--- src/rtl/i2c_slave.sv ---
// I2C target with 7-bit address match: oversamples SCL/SDA on sys_clk, receives
// bytes on write, returns tx_data bytes on read, open-drain SDA, no clock stretching.
module i2c_slave #(
    parameter logic [6:0] SLAVE_ADDR = 7'h7F
) (
    input  logic       sys_clk,
    input  logic       rst,
    input  logic       scl_in,
    input  logic       sda_in,
    output logic       sda_oe,
    input  logic [7:0] tx_data,
    output logic       tx_req,
    output logic [7:0] rx_data,
    output logic       rx_valid,
    output logic       addr_match,
    output logic       busy
);

    typedef enum logic [2:0] {
        IDLE      = 3'd0,
        ADDR      = 3'd1,
        ADDR_ACK  = 3'd2,
        RX_DATA   = 3'd3,
        RX_ACK    = 3'd4,
        TX_DATA   = 3'd5,
        TX_ACK    = 3'd6,
        WAIT_STOP = 3'd7
    } state_t;

    logic [1:0] scl_sync_r;
    logic [1:0] sda_sync_r;
    logic       scl_hist_r;
    logic       sda_hist_r;
    logic       scl_rise_r;
    logic       scl_fall_r;
    logic       start_r;
    logic       stop_r;
    logic       sda_lvl_r;

    state_t     state_r, state_next;
    logic [3:0] bit_cnt_r, bit_cnt_next;
    logic [7:0] shift_r, shift_next;
    logic       rw_r, rw_next;
    logic       sda_oe_r, sda_oe_next;
    logic       addr_match_r, addr_match_next;
    logic       busy_r, busy_next;
    logic [7:0] rx_data_r, rx_data_next;
    logic       rx_valid_r, rx_valid_next;
    logic       tx_req_r, tx_req_next;

    // Synchronizers, history flops and registered bus-event strobes.
    // Idle bus is high, so the flops reset to 1 to avoid false edges at reset release.
    always_ff @(posedge sys_clk or negedge rst) begin
        if (!rst) begin
            scl_sync_r <= 2'b11;
            sda_sync_r <= 2'b11;
            scl_hist_r <= 1'b1;
            sda_hist_r <= 1'b1;
            scl_rise_r <= 1'b0;
            scl_fall_r <= 1'b0;
            start_r    <= 1'b0;
            stop_r     <= 1'b0;
            sda_lvl_r  <= 1'b1;
        end else begin
            scl_sync_r <= {scl_sync_r[0], scl_in};
            sda_sync_r <= {sda_sync_r[0], sda_in};
            scl_hist_r <= scl_sync_r[1];
            sda_hist_r <= sda_sync_r[1];
            scl_rise_r <= scl_sync_r[1] & ~scl_hist_r;
            scl_fall_r <= ~scl_sync_r[1] & scl_hist_r;
            start_r    <= scl_sync_r[1] & scl_hist_r & ~sda_sync_r[1] & sda_hist_r;
            stop_r     <= scl_sync_r[1] & scl_hist_r & sda_sync_r[1] & ~sda_hist_r;
            sda_lvl_r  <= sda_sync_r[1];
        end
    end

    // Protocol state machine: next state and next register values.
    always_comb begin
        state_next      = state_r;
        bit_cnt_next    = bit_cnt_r;
        shift_next      = shift_r;
        rw_next         = rw_r;
        sda_oe_next     = sda_oe_r;
        addr_match_next = addr_match_r;
        busy_next       = busy_r;
        rx_data_next    = rx_data_r;
        rx_valid_next   = 1'b0;
        tx_req_next     = 1'b0;
        if (stop_r) begin
            state_next      = IDLE;
            bit_cnt_next    = 4'd0;
            sda_oe_next     = 1'b0;
            addr_match_next = 1'b0;
            busy_next       = 1'b0;
        end else if (start_r) begin
            state_next      = ADDR;
            bit_cnt_next    = 4'd0;
            sda_oe_next     = 1'b0;
            addr_match_next = 1'b0;
            busy_next       = 1'b1;
        end else begin
            case (state_r)
                IDLE: begin
                    state_next = IDLE;
                end
                ADDR: begin
                    if (scl_rise_r) begin
                        shift_next   = {shift_r[6:0], sda_lvl_r};
                        bit_cnt_next = bit_cnt_r + 4'd1;
                        if (bit_cnt_r == 4'd7) begin
                            if (shift_r[6:0] == SLAVE_ADDR) begin
                                rw_next = sda_lvl_r;
                            end else begin
                                sda_oe_next = 1'b0;
                                state_next  = WAIT_STOP;
                            end
                        end else begin
                            state_next = ADDR;
                        end
                    end else if (scl_fall_r && (bit_cnt_r == 4'd8)) begin
                        sda_oe_next = 1'b1;
                        state_next  = ADDR_ACK;
                    end else begin
                        state_next = ADDR;
                    end
                end
                ADDR_ACK: begin
                    if (scl_fall_r) begin
                        addr_match_next = 1'b1;
                        if (rw_r) begin
                            shift_next   = tx_data;
                            tx_req_next  = 1'b1;
                            sda_oe_next  = ~tx_data[7];
                            bit_cnt_next = 4'd1;
                            state_next   = TX_DATA;
                        end else begin
                            sda_oe_next  = 1'b0;
                            bit_cnt_next = 4'd0;
                            state_next   = RX_DATA;
                        end
                    end else begin
                        state_next = ADDR_ACK;
                    end
                end
                RX_DATA: begin
                    if (scl_rise_r) begin
                        shift_next   = {shift_r[6:0], sda_lvl_r};
                        bit_cnt_next = bit_cnt_r + 4'd1;
                        if (bit_cnt_r == 4'd7) begin
                            rx_data_next  = {shift_r[6:0], sda_lvl_r};
                            rx_valid_next = 1'b1;
                        end else begin
                            rx_valid_next = 1'b0;
                        end
                    end else if (scl_fall_r && (bit_cnt_r == 4'd8)) begin
                        sda_oe_next = 1'b1;
                        state_next  = RX_ACK;
                    end else begin
                        state_next = RX_DATA;
                    end
                end
                RX_ACK: begin
                    if (scl_fall_r) begin
                        sda_oe_next  = 1'b0;
                        bit_cnt_next = 4'd0;
                        state_next   = RX_DATA;
                    end else begin
                        state_next = RX_ACK;
                    end
                end
                TX_DATA: begin
                    // bit_cnt counts bits already placed on SDA; 8 means the LSB clock just ended.
                    if (scl_fall_r) begin
                        if (bit_cnt_r == 4'd8) begin
                            sda_oe_next  = 1'b0;
                            bit_cnt_next = 4'd0;
                            state_next   = TX_ACK;
                        end else begin
                            sda_oe_next  = ~shift_r[6];
                            shift_next   = {shift_r[6:0], 1'b0};
                            bit_cnt_next = bit_cnt_r + 4'd1;
                        end
                    end else begin
                        state_next = TX_DATA;
                    end
                end
                TX_ACK: begin
                    if (scl_rise_r) begin
                        if (sda_lvl_r) begin
                            state_next = WAIT_STOP;
                        end else begin
                            bit_cnt_next = 4'd9;
                        end
                    end else if (scl_fall_r && (bit_cnt_r == 4'd9)) begin
                        shift_next   = tx_data;
                        tx_req_next  = 1'b1;
                        sda_oe_next  = ~tx_data[7];
                        bit_cnt_next = 4'd1;
                        state_next   = TX_DATA;
                    end else begin
                        state_next = TX_ACK;
                    end
                end
                WAIT_STOP: begin
                    sda_oe_next = 1'b0;
                end
                default: begin
                    state_next      = IDLE;
                    sda_oe_next     = 1'b0;
                    addr_match_next = 1'b0;
                    busy_next       = 1'b0;
                end
            endcase
        end
    end

    // State and output registers.
    always_ff @(posedge sys_clk or negedge rst) begin
        if (!rst) begin
            state_r      <= IDLE;
            bit_cnt_r    <= 4'd0;
            shift_r      <= 8'h00;
            rw_r         <= 1'b0;
            sda_oe_r     <= 1'b0;
            addr_match_r <= 1'b0;
            busy_r       <= 1'b0;
            rx_data_r    <= 8'h00;
            rx_valid_r   <= 1'b0;
            tx_req_r     <= 1'b0;
        end else begin
            state_r      <= state_next;
            bit_cnt_r    <= bit_cnt_next;
            shift_r      <= shift_next;
            rw_r         <= rw_next;
            sda_oe_r     <= sda_oe_next;
            addr_match_r <= addr_match_next;
            busy_r       <= busy_next;
            rx_data_r    <= rx_data_next;
            rx_valid_r   <= rx_valid_next;
            tx_req_r     <= tx_req_next;
        end
    end

    assign sda_oe     = sda_oe_r;
    assign addr_match = addr_match_r;
    assign busy       = busy_r;
    assign rx_data    = rx_data_r;
    assign rx_valid   = rx_valid_r;
    assign tx_req     = tx_req_r;

endmodule

--- config.mk ---
export PLATFORM = sky130hd
export DESIGN_NAME = i2c_slave
export DESIGN_NICKNAME = d
export VERILOG_FILES = /design/src/rtl/i2c_slave.sv
export SDC_FILE = /design/constraint.sdc
export NUM_CORES = 1
export LEC_CHECK = 0
export BUFFER_PORTS_ARGS = -buffer_cell sky130_fd_sc_hd__buf_2
export CORE_MARGIN = 2
export CORE_UTILIZATION = 50
export CTS_CLUSTER_DIAMETER = 100
export DETAILED_ROUTE_END_ITERATION = 10
export PLACE_DENSITY_LB_ADDON = 0.3
export SLEW_MARGIN = 30
export SYNTH_ARGS = -nofsm -noshare
export SYNTH_HDL_FRONTEND = slang
export SYNTH_SLANG_ARGS = --single-unit
export TNS_END_PERCENT = 1
--- constraint.sdc ---
create_clock -name sys_clk -period 2.5 [get_ports sys_clk]
set_input_delay 0.125 -clock sys_clk [delete_from_list [all_inputs] [get_ports sys_clk]]
set_output_delay 0.125 -clock sys_clk [all_outputs]
set_load 0.05 [all_outputs]
==> results of run 1 <==
==> power by group through the flow <==
stage,Clock (mW),Sequential [mW],Combinational (mW)
floorplan,0,0.858,0.557
global placement,0,0.886,0.673
detailed placement,0,0.893,0.683
CTS,0.627,0.881,0.690
global route,0.658,0.901,0.768
finish,0.616,0.884,0.689
==> per-stage QoR <==
step | total power, mW | cell area, um^2
2_1_floorplan | 1.415 | 2073
3_3_place_gp | 1.559 | 2208
3_5_place_dp | 1.576 | 2208
4_1_cts | 2.197 | 2376
5_1_grt | 2.326 | 2376
6_report | 2.190 | 2376
==> repair_timing <==
| action | CTS | global route |
|---|---|---|
| hold endpoints to repair | 34 | 0 |
| resized for setup | 0 | 0 |
| hold buffers | 3 | 0 |
==> state kept, by name, summed over array words and instances, names as in the netlist, 2 cells and up <==
register,flops
state_r,3
bit_cnt_r,4
shift_r,7
sda_sync_r,2
scl_sync_r,2
rx_data,8
==> area by class of cell <==
type	instances	area [um^2]
multi-input cells	137	1011
inverters	7	26.28
well taps	50	62.56
clock inverters	3	68.82
fillers	324	1624
flip-flops and latches	38	958.4
clock buffers	5	68.82
repair buffers	31	180.2
==> per-layer routing <==
layer / track usage (%) / part of all wire [%] / vias to the layer above
met3: 5.099 / 6.7 / 10
met4: 10.00 / 1.9 / 0
met2: 33.41 / 49 / 59
met1: 27.44 / 42 / 792
li1: - / - / 773
met5: 0 / 0 / -
==> cell families after synthesis <==
kind of cell,count (synthesis),share of synthesized area (%)
AOI/OAI and AO/OA,40,15.09
adders and majority gates,3,1.811
buffers and inverters,19,5.008
DFF,38,46.23
muxes,24,12.85
and+or+nand+nor,70,19.01
==> worst register-to-register path, delay by kind of cell, from the launching register on <==
| family | cells | cell delay [ps] |
|---|---|---|
| AOI/OAI and AO/OA | 2 | 710 |
| muxes | 1 | 370 |
| buffers and inverters | 1 | 140 |
| and+or+nand+nor | 1 | 180 |
| DFF | 1 | 660 |
==> worst paths after layout <==
check,from,endpoint,slack [ps],cells after the start
setup / recovery,state_r[2],shift_r[2],330,5
hold / removal,tx_data[5],shift_r[5],160,3
setup reg to reg,state_r[2],shift_r[2],330,5
hold reg to reg,scl_sync_r[0],scl_sync_r[1],360,0
max in group asynchronous,rst,bit_cnt_r[3],1530,2
min in group asynchronous,rst,rx_valid,470,2
==> cells in the mapped netlist (2+ instances only) <==
library cell                n
sky130_fd_sc_hd__a21oi_1    5
sky130_fd_sc_hd__a22o_1     3
sky130_fd_sc_hd__a41oi_1    2
sky130_fd_sc_hd__and2_1     2
sky130_fd_sc_hd__and3_1     2
sky130_fd_sc_hd__buf_2      5
sky130_fd_sc_hd__buf_4      3
sky130_fd_sc_hd__buf_6      2
sky130_fd_sc_hd__dfrtp_1   32
sky130_fd_sc_hd__dfstp_2    6
sky130_fd_sc_hd__ha_1       3
sky130_fd_sc_hd__inv_1      6
sky130_fd_sc_hd__mux2_2    21
sky130_fd_sc_hd__mux2i_1    3
sky130_fd_sc_hd__nand2_1   12
sky130_fd_sc_hd__nand3_1    9
sky130_fd_sc_hd__nand3b_1   3
sky130_fd_sc_hd__nand4_1    3
sky130_fd_sc_hd__nand4b_1   2
sky130_fd_sc_hd__nor2_1    15
sky130_fd_sc_hd__nor2b_1    5
sky130_fd_sc_hd__nor3_1     4
sky130_fd_sc_hd__nor3b_1    3
sky130_fd_sc_hd__o211ai_1   4
sky130_fd_sc_hd__o21ai_0    5
sky130_fd_sc_hd__o311ai_0   3
sky130_fd_sc_hd__o31ai_1    4
sky130_fd_sc_hd__or2_2      2
sky130_fd_sc_hd__or3_1      2
==> cell usage in the layout, fill, tap and decap left out, types with 2 or more instances in the layout <==
cell | netlist | final
sky130_fd_sc_hd__a21oi_1 | 5 | 5
sky130_fd_sc_hd__mux2i_1 | 3 | 3
sky130_fd_sc_hd__bufinv_16 | 0 | 2
sky130_fd_sc_hd__o211ai_1 | 4 | 4
sky130_fd_sc_hd__o31ai_1 | 4 | 4
sky130_fd_sc_hd__or2_2 | 2 | 2
sky130_fd_sc_hd__buf_2 | 5 | 24
sky130_fd_sc_hd__nand4b_1 | 2 | 2
sky130_fd_sc_hd__nand3_1 | 9 | 9
sky130_fd_sc_hd__clkbuf_8 | 0 | 5
sky130_fd_sc_hd__o21ai_0 | 5 | 5
sky130_fd_sc_hd__nand2_1 | 12 | 12
sky130_fd_sc_hd__a22o_1 | 3 | 3
sky130_fd_sc_hd__nor2_1 | 15 | 15
sky130_fd_sc_hd__a41oi_1 | 2 | 2
sky130_fd_sc_hd__dfrtp_1 | 32 | 32
sky130_fd_sc_hd__buf_4 | 3 | 4
sky130_fd_sc_hd__ha_1 | 3 | 3
sky130_fd_sc_hd__o311ai_0 | 3 | 3
sky130_fd_sc_hd__dlygate4sd3_1 | 0 | 3
sky130_fd_sc_hd__inv_1 | 6 | 6
sky130_fd_sc_hd__dfstp_2 | 6 | 6
sky130_fd_sc_hd__and2_1 | 2 | 2
sky130_fd_sc_hd__nor2b_1 | 5 | 5
sky130_fd_sc_hd__and3_1 | 2 | 2
sky130_fd_sc_hd__nor3b_1 | 3 | 3
sky130_fd_sc_hd__nand3b_1 | 3 | 3
sky130_fd_sc_hd__nor3_1 | 4 | 4
sky130_fd_sc_hd__or3_1 | 2 | 2
sky130_fd_sc_hd__mux2_2 | 21 | 21
sky130_fd_sc_hd__nand4_1 | 3 | 3
==> results_tabular.tex, run 1 <==
\begin{tabular}{lr}
\hline
Metric & Value \\
\hline
\multicolumn{2}{l}{\textbf{CTS}} \\
Number of levels the H-tree was split into & 2 \\
Number of sinks handled by clock tree synthesis & 38 \\
Clk Latency, worst-skew pair & 290 ps \\
Max Buffers Root-to-Sink & 2 \\
Clock root buffer & sky130\_fd\_sc\_hd\_\_clkbuf\_8 \\
TritonCTS clock tree & done \\
Post-CTS clock slew at the launch and capture registers of the worst setup and hold paths & 70 ps \\
Post-CTS setup-driven buffer insertion count & 0 \\
Number of buffers added by the clock tree synthesis step & 5 \\
\multicolumn{2}{l}{\textbf{Timing}} \\
Final count of pins violating max slew & 0 \\
Final cycle utilization of the critical path & 86.88\% \\
Pin slew with the least headroom to its limit & 798.5 ps \\
Number of setup violations in the final report & 0 \\
Maximum achievable frequency & 0.4604 GHz \\
Setup clock skew after layout & 2.797 ps \\
Number of hold violations in the final report & 0 \\
Final period demand of the worst path & 2172 ps \\
Max\_slew headroom & 46.77\% \\
Post-Route Setup TNS & 0 ps \\
Tightest hold margin & 159.7 ps \\
Post-route setup slack & 327.9 ps \\
Setup repair after global routing missed its margin & false \\
\multicolumn{2}{l}{\textbf{Drt}} \\
Vias/cell & 6.030 \\
ANT nets after route & 0 \\
DRC & 0 \\
TritonRoute pass-1 iters & 4 \\
Routed length per instance & 16.17 um \\
Total routed wirelength & 4.381 mm \\
Number of vias in the routed layout & 1634 \\
1st-iter DRT viols & 110 \\
\multicolumn{2}{l}{\textbf{Floorplanning}} \\
I/O pins & 25 \\
Height of the die & 68.40 um \\
Starting density of the core & 51.83\% \\
Number of placement rows & 23 \\
Overall die area & 0.004678 mm\^{}2 \\
Area of the placeable core & 0.004000 mm\^{}2 \\
Die width & 68.40 um \\
\multicolumn{2}{l}{\textbf{Power}} \\
Combinational Power Share & 31.5\% \\
Fraction of power spent switching nets & 33.78\% \\
Part of the power in registers & 40.4\% \\
Leakage dissipation & 1.087 nW \\
Switching power of the nets & 0.7397 mW \\
Internal Pwr Total & 1.450 mW \\
Largest vdd supply drop & 0.0005012 V \\
Clock network fraction of design power & 28.1\% \\
Power density over the cells & 921.5 mW/mm\^{}2 \\
\multicolumn{2}{l}{\textbf{Placement}} \\
Post-place setup slack & 370.8 ps \\
Sum of net half-perimeters after detailed placement & 3.086 mm \\
Placed Cells & 260 \\
IO buf count & 24 \\
Global placement routability congestion & 0.9022 \\
\multicolumn{2}{l}{\textbf{Synth}} \\
Synthesized area per cell & 10.69 um\^{}2 \\
Synthesized instance count & 194 \\
Fraction of the yosys area taken by sequential cells & 46.23\% \\
Distinct cells, synth & 52 \\
Total of flip-flops plus latches after synthesis & 38 \\
Async set or reset register ratio after synthesis & 100.0\% \\
Mapped Area & 0.002073 mm\^{}2 \\
Count of synthesis-stage warnings from yosys & 0 \\
Synthesized netlist net count & 209 \\
EDFF count, synth & 0 \\
Cell type contributing the most total cell area after synthesis & sky130\_fd\_sc\_hd\_\_dfrtp\_1 \\
Yosys top cell area share & 38.62\% \\
Top flip-flop cell by instance count after synthesis & sky130\_fd\_sc\_hd\_\_dfrtp\_1 \\
Largest cells by area after synthesis & sky130\_fd\_sc\_hd\_\_dfrtp\_1 (39\%), sky130\_fd\_sc\_hd\_\_mux2\_2 (11\%), sky130\_fd\_sc\_hd\_\_dfstp\_2 (7.6\%) \\
\multicolumn{2}{l}{\textbf{Finish}} \\
Layout Cells excl Fill & 271 \\
Core utilization of the finished layout & 59.40\% \\
Share of layout cells above drive strength 1 & 32.13\% \\
Layout-stage area growth over the synthesis result & 14.60\% \\
Net total in the final layout & 235 \\
Antenna cell count & 0 \\
\multicolumn{2}{l}{\textbf{Worst setup path}} \\
Data required time of the worst path & 2680 ps \\
CP bufs+invs & 1 \\
Critical path peak fanout & 14 \\
Slowest stage delay, CP & 660 ps \\
Arrival time reported for the critical path endpoint & 2350 ps \\
Kind of critical path & flip-flop to flip-flop \\
Nature of the critical path startpoint & flip-flop \\
Crit. End Element & flip-flop \\
Slowest cell on the critical path & sky130\_fd\_sc\_hd\_\_dfrtp\_1 \\
Kind of cell with the highest combined delay on the critical path & compound AO/OA/AOI/OAI gates \\
Critical path, cell by cell & inv\_2, o31ai\_1, nand2\_1, a21oi\_4, mux2\_2 \\
\multicolumn{2}{l}{\textbf{Run}} \\
Number of max-capacitance violations reported & 0 \\
\multicolumn{2}{l}{\textbf{Global routing}} \\
Via count of the first global-routing pass & 1532 \\
Largest net degree at the start of global routing & 39 \\
Overall Global Routing Usage & 21.23\% \\
Remaining Overflow, GRT & 0 \\
Antenna violations before repair & 0 \\
Global-route wire length before repair & 7.148 mm \\
\multicolumn{2}{l}{\textbf{Worst hold path}} \\
HP Class & primary input to flip-flop \\
\multicolumn{2}{l}{\textbf{Outcome}} \\
Run status & completed \\
\hline
\end{tabular}
(Power assumes the default switching activity.)
==> run 2: changes to the inputs <==
--- a/config.mk
+++ b/config.mk
@@ -6,7 +6,6 @@
 export NUM_CORES = 1
 export LEC_CHECK = 0
 export BUFFER_PORTS_ARGS = -buffer_cell sky130_fd_sc_hd__buf_2
-export CORE_MARGIN = 2
 export CORE_UTILIZATION = 50
 export CTS_CLUSTER_DIAMETER = 100
 export DETAILED_ROUTE_END_ITERATION = 10
==> results_tabular.tex, run 2 (same netlist as run 1, synthesis figures left out) <==
\begin{tabular}{lr}
\hline
Metric & Value \\
\hline
\multicolumn{2}{l}{\textbf{Worst setup path}} \\
Crit. End Element & flip-flop \\
Nature of the critical path startpoint & flip-flop \\
Arrival time reported for the critical path endpoint & 2290 ps (-60 ps) \\
Slowest stage delay, CP & 420 ps (-240 ps) \\
Critical path, cell by cell & inv\_1, ha\_1, and3b\_2, o32ai\_1, nand2\_1, a21oi\_4, mux2\_2 \\
CP bufs+invs & 1 (unchanged) \\
Worst-case reg-to-reg path depth & 7 (+2) \\
Kind of cell with the highest combined delay on the critical path & compound AO/OA/AOI/OAI gates \\
Critical path peak fanout & 7 (-7) \\
Data required time of the worst path & 2690 ps (about the same) \\
Slowest cell on the critical path & sky130\_fd\_sc\_hd\_\_dfrtp\_1 \\
Number of gates on the worst path with buffers counted & 7 (+2) \\
Kind of critical path & flip-flop to flip-flop \\
\multicolumn{2}{l}{\textbf{Global routing}} \\
Largest net degree at the start of global routing & 39 (unchanged) \\
Remaining Overflow, GRT & 0 (unchanged) \\
Antenna violations before repair & 0 (unchanged) \\
Via count of the first global-routing pass & 1504 (-1.8\%) \\
Global-route wire length before repair & 7.044 mm (-1.5\%) \\
Overall Global Routing Usage & 21.80\% (+0.57 points) \\
\multicolumn{2}{l}{\textbf{Placement}} \\
Placed Cells & 261 (+0.38\%) \\
Sum of net half-perimeters after detailed placement & 3.058 mm (-0.93\%) \\
IO buf count & 24 (unchanged) \\
Global placement routability congestion & 0.9216 (+2.2\%) \\
\multicolumn{2}{l}{\textbf{Drt}} \\
DRC & 0 (unchanged) \\
ANT nets after route & 0 (unchanged) \\
Number of vias in the routed layout & 1610 (-1.5\%) \\
Vias/cell & 5.919 (-1.8\%) \\
Total routed wirelength & 4.242 mm (-3.2\%) \\
Routed length per instance & 15.60 um (-3.5\%) \\
1st-iter DRT viols & 118 (+7.3\%) \\
TritonRoute pass-1 iters & 7 (+3) \\
\multicolumn{2}{l}{\textbf{CTS}} \\
Clock root buffer & sky130\_fd\_sc\_hd\_\_clkbuf\_8 \\
Post-CTS clock slew at the launch and capture registers of the worst setup and hold paths & 80 ps (about the same) \\
Post-CTS setup-driven buffer insertion count & 0 (unchanged) \\
Number of buffers added by the clock tree synthesis step & 5 (unchanged) \\
TritonCTS clock tree & done \\
Number of sinks handled by clock tree synthesis & 38 (unchanged) \\
Max Buffers Root-to-Sink & 2 (unchanged) \\
Clk Latency, worst-skew pair & 300 ps (about the same) \\
Number of levels the H-tree was split into & 2 (unchanged) \\
\multicolumn{2}{l}{\textbf{Floorplanning}} \\
Number of placement rows & 23 (unchanged) \\
Height of the die & 66.40 um (-2.9\%) \\
Die width & 66.40 um (-2.9\%) \\
Starting density of the core & 51.83\% (unchanged) \\
Overall die area & 0.004408 mm\^{}2 (-5.8\%) \\
I/O pins & 25 (unchanged) \\
Area of the placeable core & 0.004000 mm\^{}2 (unchanged) \\
\multicolumn{2}{l}{\textbf{Finish}} \\
Most frequent cells in the layout & sky130\_fd\_sc\_hd\_\_dfrtp\_1 (32), sky130\_fd\_sc\_hd\_\_buf\_2 (24), sky130\_fd\_sc\_hd\_\_mux2\_2 (21), sky130\_fd\_sc\_hd\_\_nor2\_1 (15), sky130\_fd\_sc\_hd\_\_nand2\_1 (12) \\
Multi-input gate area & 0.001011 mm\^{}2 (unchanged) \\
Layout-stage area growth over the synthesis result & 13.10\% \\
Register area & 958.4 um\^{}2 (unchanged) \\
Share of layout cells above drive strength 1 & 32.43\% (+0.31 points) \\
Net total in the final layout & 236 (+0.43\%) \\
Largest register FFs & 8 (unchanged) \\
Number of filler instances in the final layout & 328 (+1.2\%) \\
Leading cell type in the layout, fill and taps excluded & sky130\_fd\_sc\_hd\_\_dfrtp\_1 \\
Antenna cell count & 0 (unchanged) \\
Layout Cells excl Fill & 272 (+0.37\%) \\
\multicolumn{2}{l}{\textbf{Power}} \\
Leakage dissipation & 1.072 nW (-1.4\%) \\
Largest vdd supply drop & 0.0005906 V (+18\%) \\
Power density over the cells & 862.6 mW/mm\^{}2 (-6.4\%) \\
\multicolumn{2}{l}{\textbf{Run}} \\
Number of max-capacitance violations reported & 0 (unchanged) \\
\multicolumn{2}{l}{\textbf{Timing}} \\
Final cycle utilization of the critical path & 83.94\% (-2.9 points) \\
Final period demand of the worst path & 2099 ps (-73.50 ps) \\
Pin slew with the least headroom to its limit & 794.0 ps (-4.474 ps) \\
Post-Route Setup TNS & 0 ps (unchanged) \\
Max\_slew headroom & 47.07\% (+0.30 points) \\
Setup clock skew after layout & 10.42 ps (+7.627 ps) \\
Setup repair after global routing missed its margin & false \\
Final count of pins violating max slew & 0 (unchanged) \\
Number of setup violations in the final report & 0 (unchanged) \\
Maximum achievable frequency & 0.4765 GHz (+3.5\%) \\
Number of hold violations in the final report & 0 (unchanged) \\
\multicolumn{2}{l}{\textbf{Worst hold path}} \\
HP Class & primary input to flip-flop \\
Worst Hold Path Cells & 3 (unchanged) \\
\multicolumn{2}{l}{\textbf{Outcome}} \\
Run status & completed \\
\hline
\end{tabular}
## run 2: path summary, 6_finish.rpt
check / start / end / slack (ps)
max reg2reg: bit_cnt_r[0] / shift_r[1] / 400
max in group asynchronous: rst / sda_oe / 1530
max: bit_cnt_r[0] / shift_r[1] / 400
min: tx_data[5] / shift_r[5] / 140
min reg2reg: sda_sync_r[0] / sda_sync_r[1] / 360
min in group asynchronous: rst / rx_data[7] / 450
## run 2: area by class of cell
type | count | share of cell area (%)
clock buffer | 6 | 3.522
multi-input combinational | 137 | 43.12
timing repair buffer | 32 | 8.004
inverter | 7 | 1.121
tap | 50 | 2.668
sequential | 38 | 40.88
clock inverter | 2 | 0.6937
## run 2: where the power goes
group	switching, mW	internal (mW)	total (mW)
Clock	0.224	0.227	0.451
Combinational	0.373	0.326	0.699
Sequential	0.146	0.727	0.873
Total	0.743	1.28	2.02
## run 2: worst min-delay path, delay by kind of cell
family	cells	cell delay, ps
buffers and inverters	1	80
muxes	2	190
## run 2: timing repair
| item | CTS | global route |
|---|---|---|
| hold buffers | 3 | 0 |
| hold endpoints to repair | 34 | 0 |
| gates resized for setup | 0 | 0 |
## run 2: per-stage QoR
step	power [mW]	setup slack [ps]	utilization, %	cell area [um^2]	hold WS (ps)
floorplan	1.415	533.9	-	2073	-170.6
global placement	1.563	438.0	55.40	2216	230.7
detailed placement	1.575	413.2	55.40	2216	231.5
CTS	2.032	404.3	58.62	2345	150.2
global route	2.158	266.9	58.62	2345	184.4
finish	2.023	401.4	58.62	2345	142.6
## run 2: metal layers
| metal | GRT usage, % | up-vias | wire, um |
|---|---|---|---|
| met5 | 0 | - | 0 |
| met4 | 11.44 | 0 | 99 |
| met3 | 4.828 | 11 | 199 |
| met2 | 32.78 | 61 | 2064 |
| met1 | 29.20 | 771 | 1877 |
| li1 | - | 767 | - |
